`config.mk`:
```
export PLATFORM = sky130hd
export DESIGN_NAME = stopwatch_ctrl
export DESIGN_NICKNAME = d
export VERILOG_FILES = /design/src/rtl/stopwatch_ctrl.sv
export SDC_FILE = /design/constraint.sdc
export NUM_CORES = 1
export LEC_CHECK = 0
export ABC_AREA = 1
export ABC_CLOCK_PERIOD_IN_PS = 1300
export CAP_MARGIN = 20
export CORE_MARGIN = 1.5
export CORE_UTILIZATION = 25
export DETAILED_ROUTE_END_ITERATION = 16
export HOLD_SLACK_MARGIN = 0.1
export SETUP_SLACK_MARGIN = 0.02
export SKIP_LAST_GASP = 1
export SYNTH_ARGS = -nofsm -noshare
export SYNTH_HDL_FRONTEND = slang
export SYNTH_SLANG_ARGS = --single-unit
```
`constraint.sdc`:
```
create_clock -name clk -period 1.3 [get_ports clk]
set_input_delay 0.26 -clock clk [delete_from_list [all_inputs] [get_ports clk]]
set_output_delay 0.26 -clock clk [all_outputs]
set_load 0.02 [all_outputs]
```
`src/rtl/stopwatch_ctrl.sv`:
```
// stopwatch_ctrl: button front-end and run-control FSM for the seconds counter.
// Each raw button passes through a 2-FF synchroniser, a debouncer and a
// rising-edge detector. The resulting press pulses drive a CLEAR/IDLE/RUN/PAUSE
// FSM. All outputs are decoded from the registered state only.
//
// Optional feature macro: SW_AUTOSTOP_EN
//   defined   : RUN pauses itself when time_reading hits 8'h99, and a start
//               press cannot resume while the reading is still 99.
//   undefined : time_reading is ignored and the counter wraps freely.
//
// state | meaning
// ------+-----------------------------------------------------------
// CLEAR | one-cycle clear request to the counter (init_regs high)
// IDLE  | cleared and waiting for the first start press
// RUN   | counter enabled
// PAUSE | counter frozen; start resumes, reset clears

module stopwatch_ctrl #(
  parameter int DEB_CYCLES = 1000000
) (
  input  logic       clk,
  input  logic       rst_n,
  input  logic       btn_start_stop,
  input  logic       btn_reset,
  input  logic [7:0] time_reading,
  output logic       init_regs,
  output logic       count_enabled,
  output logic [1:0] status
);

  localparam int CW = $clog2(DEB_CYCLES);
  localparam logic [CW-1:0] CNT_MAX = CW'(DEB_CYCLES - 1);

  localparam logic [1:0] S_CLEAR = 2'b00;
  localparam logic [1:0] S_IDLE  = 2'b01;
  localparam logic [1:0] S_RUN   = 2'b10;
  localparam logic [1:0] S_PAUSE = 2'b11;

  // bit 0: start/stop, bit 1: reset
  logic [1:0] btn_raw;
  logic [1:0] press;

  assign btn_raw = {btn_reset, btn_start_stop};

  for (genvar i = 0; i < 2; i++) begin : g_btn
    logic          sync1_q;
    logic          sync2_q;
    logic          db_q;
    logic          db_d;
    logic          db_dly_q;
    logic [CW-1:0] cnt_q;
    logic [CW-1:0] cnt_d;

    // Debounce: accept the synchronised level only after it has disagreed
    // with the accepted level for DEB_CYCLES consecutive cycles.
    always_comb begin
      db_d  = db_q;
      cnt_d = cnt_q;
      if (sync2_q == db_q) begin
        cnt_d = '0;
      end else if (cnt_q == CNT_MAX) begin
        db_d  = sync2_q;
        cnt_d = '0;
      end else begin
        cnt_d = cnt_q + 1'b1;
      end
    end

    // Synchroniser, debounce state and edge-detect delay flop.
    always_ff @(posedge clk or negedge rst_n) begin
      if (!rst_n) begin
        sync1_q  <= 1'b0;
        sync2_q  <= 1'b0;
        db_q     <= 1'b0;
        db_dly_q <= 1'b0;
        cnt_q    <= '0;
      end else begin
        sync1_q  <= btn_raw[i];
        sync2_q  <= sync1_q;
        db_q     <= db_d;
        db_dly_q <= db_q;
        cnt_q    <= cnt_d;
      end
    end

    // One-cycle pulse on an accepted rising edge; release produces nothing.
    assign press[i] = db_q & ~db_dly_q;
  end

  logic start_press;
  logic reset_press;
  logic at_limit;

  assign start_press = press[0];
  assign reset_press = press[1];

`ifdef SW_AUTOSTOP_EN
  assign at_limit = (time_reading == 8'h99);
`else
  // Reading is not needed when the counter is allowed to wrap.
  logic unused_time_reading;
  assign unused_time_reading = ^time_reading;
  assign at_limit = 1'b0;
`endif

  logic [1:0] state_q;
  logic [1:0] state_d;

  // Next-state logic; reset press outranks autostop, which outranks start.
  always_comb begin
    state_d = state_q;
    case (state_q)
      S_CLEAR: state_d = S_IDLE;
      S_IDLE: begin
        if (reset_press)      state_d = S_CLEAR;
        else if (start_press) state_d = S_RUN;
      end
      S_RUN: begin
        if (reset_press)      state_d = S_CLEAR;
        else if (at_limit)    state_d = S_PAUSE;
        else if (start_press) state_d = S_PAUSE;
      end
      S_PAUSE: begin
        if (reset_press)                   state_d = S_CLEAR;
        else if (start_press && !at_limit) state_d = S_RUN;
      end
      default: state_d = S_CLEAR;
    endcase
  end

  // State register; reset lands in CLEAR so the counter is cleared on release.
  always_ff @(posedge clk or negedge rst_n) begin
    if (!rst_n) state_q <= S_CLEAR;
    else        state_q <= state_d;
  end

  assign init_regs     = (state_q == S_CLEAR);
  assign count_enabled = (state_q == S_RUN);
  assign status        = state_q;

endmodule

```
==> Word-level counts from Yosys, hierarchy flattened <==
Cells that the tools add are included.
{ "classes": {"mux": 9, "magnitude_cmp": 0, "bitwise_logic": 6, "n_shift": 0, "eq_ne": 9, "multipliers": 0, "n_reduce_logical": 5, "n_addsub": 2, "div_mod_pow": 0} }
{ "ops": {"columns": ["op", "count"], "rows": [
  ["$mux W20", 4],
  ["$add A20 B1 Y20 const B", 2],
  ["$eq A20 B20 Y1 const B", 2],
  ["$mux W2", 4],
  ["$ne A3 B1 Y1 const B", 2],
  ["$pmux W2 S3", 1],
  ["$reduce_and A2 Y1", 3],
  ["$eq A2 B2 Y1 const B", 2],
  ["$not A1 Y1", 4],
  ["$and A1 B1 Y1", 2],
  ["$eq A1 B1 Y1", 2],
  ["$eq A2 B1 Y1 const B", 1],
  ["$logic_not A2 Y1", 1],
  ["$reduce_or A2 Y1", 1]
]} }
{ "totals": {"mem_bits_ro": 0, "latchBits": 0, "n_memories": 0, "register_bits": 50, "output_inout_bits": 4, "mem_bits_rw": 0, "elab_cells": 42} }

==> Depth between registers and ports, before layout <==
{ "logic_depth": {"depth_word": 5, "mapped_depth": 8} }

==> Least setup slack after synthesis <==
No wires, ideal clock.
{ "synth_path": {"path_type": "register -> register", "start": "reg g_btn[0].cnt_q[0]", "end": "reg g_btn[0].cnt_q[18]", "path_slack_ps": 57, "stages_incl_launch_ff": 7, "t_arrival_ps": 1123, "required_time_ps": 1180, "setup_time_ps": 120, "cell_sequence": "dfrtp_1 ha_1 nand3_2 nor2_4 nand3_2 nand2_2 nor2_1"} }
{ "synth_via": {"elab_chain_len": 3} }
{ "synth_rtl": {"columns": ["element", "line", "text"], "rows": [
  ["from (decl)", "51", "logic [CW-1:0] cnt_q;"],
  ["from (signal assigned)", "82", "cnt_q <= cnt_d;"],
  ["$add A20 B1 Y20 or $eq A20 B20 Y1 (tied branches)", "65, 61", null],
  ["$mux W20 *", "61", "end else if (cnt_q == CNT_MAX) begin"],
  ["$mux W20 *", "59", "if (sync2_q == db_q) begin"],
  ["via g_btn[0].cnt_d[18]", "52", "logic [CW-1:0] cnt_d;"]
]} }
Mark *: on every way through the listed nets, which the timed path passes. The rest lies on a longest branch.
A chain may end at the register's enable or synchronous reset.

==> Worst setup path after layout <==
{ "layout_path": {"start": "reg g_btn[0].cnt_q[8]", "end": "reg g_btn[0].cnt_q[17]"} }
Same word-level chain as after synthesis.

==> flow_summary_export.csv <==
group,metric,value,unit
run_status,status,"finished with violations",
run_status,violations,"negative setup slack",
drt,drt_pre_antenna_iters,4,
global_routing,grt_pass1_wl,10.1,mm
synth,ys_seq_area_frac,0.464,
cts,htreeDepth,2,
die,ioPinCount,16,
timing,fin_skew,0.00898,ns
global_routing,grt_pass1_vias,2253,
setup_path,worstPathMaxFanout,5,
cells_and_area,multi_input_area,1530,um2
timing,hold_viol,0,
cells_and_area,fill_cells,1076,
power,ir_worst_vdd,0.000344,V
synth,syn_area_per_cell,8.15,um2
synth,synth_cells,331,
cells_and_area,n_antenna_cell,0,
setup_path,crit_path_start_kind,"register",
synth,synth_area_leader_cell,"dfrtp_1",
cells_and_area,regArea,1260,um2
setup_path,crit_buf_inv,1,
setup_path,crit_slowest_cell,"dfrtp_1",
cts,clockBufferDepth,2,
drt,wirelength,6.04,mm
timing,grt_setup_unrepaired,"yes",
timing,fin_ws,-0.0558,ns
die,die-area,11400,um2
power,power_density,771,nW/um2
setup_path,cp-end-kind,"register",
global_routing,grt_usage,0.109,
drt,highest_layer,"met3",
cells_and_area,utilization,0.343,
die,start_util,0.259,
drt,vias,2266,
synth,synth_top_area_frac,0.464,
die,die_h,107,um
global_routing,grt_max_degree,51,
worst_hold_path,min-delay-start,"g_btn[0].sync1_q",
power,p_leak,1.49,nW
setup_path,worst_path_dominant_cell_family,"simple AND/OR/NAND/NOR gates",
setup_path,crit_type,"register to register",
timing,tightest_slew,0.272,ns
setup_path,path_cells,"nor2_1, nand2_1, nor2_2, nand3_4, buf_6, nand3_1, nor2_1",
die,die_w,107,um
placement,hpwl,4.06,mm
drt,first_iter_violations,104,
timing,fmax,0.738,GHz
worst_hold_path,hp-class,"register to register",
timing,post-route-period-util,1.04,
cts,path_clk_slew,0.10,ns
drt,wl_met2,3.07,mm
timing,timing.hold.ws,0.350,ns
cells_and_area,num-nets-final,397,
timing,setup_viol,12,
job,cap_viol_max_count,0,
global_routing,grt-ovfl-total,0,
global_routing,antenna_found_initial,0,
drt,antenna_left,0,
timing,relSlewSlack,0.818,
die,row_count,37,
die,core-area,10400,um2
cts,cts_tree,"yes",
drt,wire_per_inst,11.6,um
placement,dp.cells,500,
drt,routed-wl-met3,189,um
drt,viasPerCell,4.36,
synth,synthesis.nets,345,
synth,syn_area,2700,um2
cts,cts_sinks,50,
cells_and_area,drive_gt1_frac,0.336,
drt,route.detailed.drc,0,
drt,wl_met1,2.78,mm
setup_path,crit_top_cell,"nor2_1",
setup_path,crit_arrival,1.55,ns
placement,post-place-ws,-0.0809,ns
timing,final.min_clock_period,1.36,ns
synth,synth_area_leaders,"dfrtp_1, nor2_1, nand2_1",
synth,yosysWarnings,0,
synth,ys_seq_elements,50,
setup_path,cp.required,1.50,ns
setup_path,cp-startpoint,"g_btn[0].cnt_q[8]",
cells_and_area,syn_to_final_growth,32.5,%
cts,root_buffer,"clkbuf_8",
synth,ys_types,26,
cells_and_area,layout.cells.non_filler,520,
cts,cts_buffers,5,
placement,port_buffers,7,
cts,clk_latency,0.31,ns
setup_path,reg2reg_from,"g_btn[0].cnt_q[8]",
timing,slew_viol_final,0,
placement,gp_congestion,0.824,
setup_path,max_stage_delay,0.45,ns
synth_stat cells (all sizes together):
cell type / count
nand2: 63
inv: 35
nand3: 27
nand3b: 3
o21ai: 9
nor3b: 1
nand4: 7
xnor2: 8
xor2: 13
a21oi: 6
ha: 2
nor3: 7
dfrtp: 50
o21bai: 2
nor2: 97
o22ai: 1
report_power, final:
group	switching (mW)	internal (mW)	total, mW
Combinational	0.0935	0.0722	0.166
Sequential	0.0257	1.58	1.60
Clock	0.550	0.439	0.989
registers in the layout, indices dropped and copies added, names as in the netlist:
register and cells:
g_btn.cnt_q 40, g_btn.db_dly_q 2, g_btn.db_q 2, g_btn.sync1_q 2, g_btn.sync2_q 2, status 2
what timing repair did:
item / CTS / global route
endpoints found under the hold margin: 50 / 0
setup buffers: 2 / 10
pin swaps: 4 / 26
gates resized for setup: 27 / 53
setup endpoints to repair: 34 / 41
hold buffers: 1 / 0
path summary, 6_finish.rpt:
kind,cells past startpoint,end,slack [ns]
setup / recovery,7,g_btn[0].cnt_q[17],-0.06
hold / removal,0,g_btn[0].sync2_q,0.35
setup reg to reg,7,g_btn[0].cnt_q[17],-0.06
hold reg to reg,0,g_btn[0].sync2_q,0.35
max in group asynchronous,3,g_btn[0].cnt_q[3],0.59
min in group asynchronous,3,g_btn[1].cnt_q[12],0.45
final cells by class:
class                      count  share of cell area
multi-input combinational    246               0.428
sequential                    50               0.352
timing repair buffer          45               0.105
tap                          136              0.0476
inverter                      35              0.0392
clock buffer                   6              0.0231
clock inverter                 2             0.00455
stage by stage:
stage	cell area, um2	total power [mW]	TNS, ns
CTS	3310	2.78	-0.0112
finish	3570	2.76	-0.369
detailed placement	3140	1.76	-0.648
floorplan	2700	1.67	0
global route	3570	2.90	-2.48
global placement	3140	1.76	-0.212
worst reg2reg max path, delay by kind of cell, from the launching register on:
family,cells,cell delay [ns]
buf+inv,1,0.15
simple gates,6,0.64
flops,1,0.45
cell families (layout without fill, tap and decap cells):
kind of cell,count (synthesis),after routing,share of synthesized area
simple gates,205,205,0.368
fa+ha+maj,2,2,0.00928
flops,50,50,0.464
buf+inv,35,88,0.0487
xor+xnor,21,21,0.0738
compound gates,18,18,0.0357
metal layers:
metal  GRT usage  vias to the layer above
met5           0                        -
met1       0.137                     1087
met3      0.0280                        0
met2       0.190                       33
li1            -                     1146
met4      0.0171                        0
cells in the final DEF, fill, tap and decap left out, types with 2 or more instances in the layout:
cell type        Yosys  final
nor2_1              81     73
nand2_1             51     46
dfrtp_1             50     44
buf_4                0     31
inv_1               31     28
nor2_2               9     15
nand3_1             23     14
nand2_2             11     12
xor2_1              11     11
nor2_4               7      9
nand3_2              4      8
nand4_1              7      7
xnor2_1              8      7
buf_6                0      7
a21oi_1              6      6
o21ai_1              6      6
clkbuf_8             0      6
dfrtp_2              0      6
nand3_4              0      5
nand2_4              1      5
inv_2                4      4
nor3_2               2      4
nor3_1               5      3
buf_2                0      3
xor2_4               0      2
o21bai_1             2      2
inv_4                0      2
nand3b_1             2      2
clkinvlp_4           0      2
o21ai_0              3      2
ha_4                 0      2
clkdlybuf4s50_1      0      2
No activity file was read; power rests on OpenSTA's default activity.
==> variant, RTL diff (same flow settings) <==
The parameter `DEB_CYCLES` goes from 1000000 to 500000.
--- a/src/rtl/stopwatch_ctrl.sv
+++ b/src/rtl/stopwatch_ctrl.sv
@@ -18,3 +18,3 @@
 module stopwatch_ctrl #(
-  parameter int DEB_CYCLES = 1000000
+  parameter int DEB_CYCLES = 500000
 ) (
Check against the original RTL: same outputs for any inputs over 10 cycles, from zero or initial values and one cycle with rst_n low; that may be too few to reach the edited logic, so the function may still have changed.
==> variant against the unedited design <==
The flow still finishes with violations (negative setup slack); combinational power fell by 10%; worst setup slack better by 0.042 ns; non-clock buffer count fell by 9; total power is 4.1% higher; design area is 6.1% lower; synthesized area is 5.0% lower; wire length is 12% lower; sequential cell count decreased by 2; critical path type unchanged; critical endpoint is now g_btn[1].cnt_q[18]; largest cell class unchanged.
==> variant: results (changes against the unedited design) <==
Status = complete, but fails checks
Failing checks = negative setup slack
Routability Congestion = 0.823 (about the same)
Fin worst setup slack = -0.0133 ns (+0.0425 ns)
Avg Cell Area, Syn = 7.88 um2 (-3.2%)
Vias in the first global route = 2162 (-4.0%)
Hold Path Origin = g_btn[1].sync1_q
DP HPWL = 3.91 mm (-3.7%)
Fin Clk Skew = 0.00822 ns (-0.000754 ns)
1st-iter DRT viols = 68 (-35%)
Depth of the worst register-to-register path = 8 (+1)
First-pass GRT wire length = 9.49 mm (-5.7%)
Crit path to = g_btn[1].cnt_q[18]
DR vias/cell = 4.24 (-2.7%)
Most frequent cells after synthesis = nor2_1 (89), nand2_1 (58), dfrtp_1 (48)
Layout cell share with drive strength beyond 1 = 29.5% (-4.1 points)
Final setup viols = 1 (-11)
Gr usage total = 10.5% (-0.34 points)
Worst vdd ir = 0.000394 V (+15%)
Actual slew at the worst max-slew pin = 0.305 ns (+0.0327 ns)
Worst Setup SP = g_btn[1].cnt_q[0]
CP Max Fanout = 3 (-2)
Pre-CTS WS = -0.0982 ns (-0.0173 ns)
Syn_nets = 339 (-1.7%)
Filler cell count = 1027 (-4.6%)
Leakage = 1.40 nW (-5.8%)
Synth unique cells = 25 (-3.8%)
Largest cells by area after synthesis = dfrtp_1 (47%), nor2_1 (13%), nand2_1 (8.5%), nand3_1 (5.3%), inv_1 (4.7%)
## variant: metal layers
metal	track usage, %	part of all wire, %	vias to the layer above
li1	-	-	1096
met1	13.8	49	1005
met2	17.8	48	21
met3	1.57	1.4	7
met4	3.57	1.3	0
met5	0	0	-
## variant: layout make-up
type	instances	area (um2)	area share (%)
clock buffer	7	96.3	2.87
tap	133	166	4.96
clock inverter	1	30.0	0.895
multi-input combinational	241	1410	42.1
inverter	36	138	4.10
sequential	48	1210	36.1
timing repair buffer	36	300	8.95
## variant: per-stage QoR
stage	hold slack (ns)	instance area [um2]	util (%)	power, W	TNS, ns
finish	0.353	3350	34.0	0.00287	-0.0133
CTS	0.356	3160	32.0	0.00291	-0.0344
detailed placement	0.166	2950	29.9	0.00168	-0.848
global route	0.379	3350	34.0	0.00300	-1.41
floorplan	-0.0356	2560	-	0.00161	0
global placement	0.162	2950	29.9	0.00168	-0.234
## variant: critical path, cell delays in order, from the launching register on
cell     delay [ns]
dfrtp_1        0.43
ha_4           0.18
nand2_4        0.07
nor2_4         0.15
nand2_4        0.09
nor2_4         0.12
nand3_1        0.07
nand3_1        0.07
nor2_1         0.04
## variant: worst min-delay path by stage
stage          slack [ns]  cells after the start           endpoint
2_1_floorplan       -0.04                      0  g_btn[0].cnt_q[0]
3_3_place_gp         0.16                      1   g_btn[1].sync2_q
3_5_place_dp         0.17                      1      g_btn[0].db_q
4_1_cts              0.36                      0   g_btn[1].sync2_q
5_1_grt              0.38                      0   g_btn[1].sync2_q
6_report             0.35                      0   g_btn[1].sync2_q
## variant: cell families (layout without fill, tap and decap cells)
logic type | count (synthesis) | in the layout | share of synthesized area, %
AOI/OAI and AO/OA | 18 | 18 | 3.71
xor gates and xnor gates | 20 | 20 | 7.42
adders and majority gates | 2 | 2 | 0.976
buffers and inverters | 36 | 80 | 5.27
DFF | 48 | 48 | 46.9
and+or+nand+nor | 201 | 201 | 35.7
## variant: timing repair
action                     CTS  global route
pin swaps                   10            12
hold buffers                 1             0
buffers inserted             1             8
setup endpoints to repair   28            35
hold endpoints to repair    22             0
resized for setup           34            43
## variant: power breakdown
group / total, W / internal [W] / switching [W]
registers: 0.00154 / 0.00151 / 0.0000226
clock network: 0.00118 / 0.000679 / 0.000504
logic: 0.000149 / 0.0000629 / 0.0000859
total: 0.00287 / 0.00226 / 0.000612
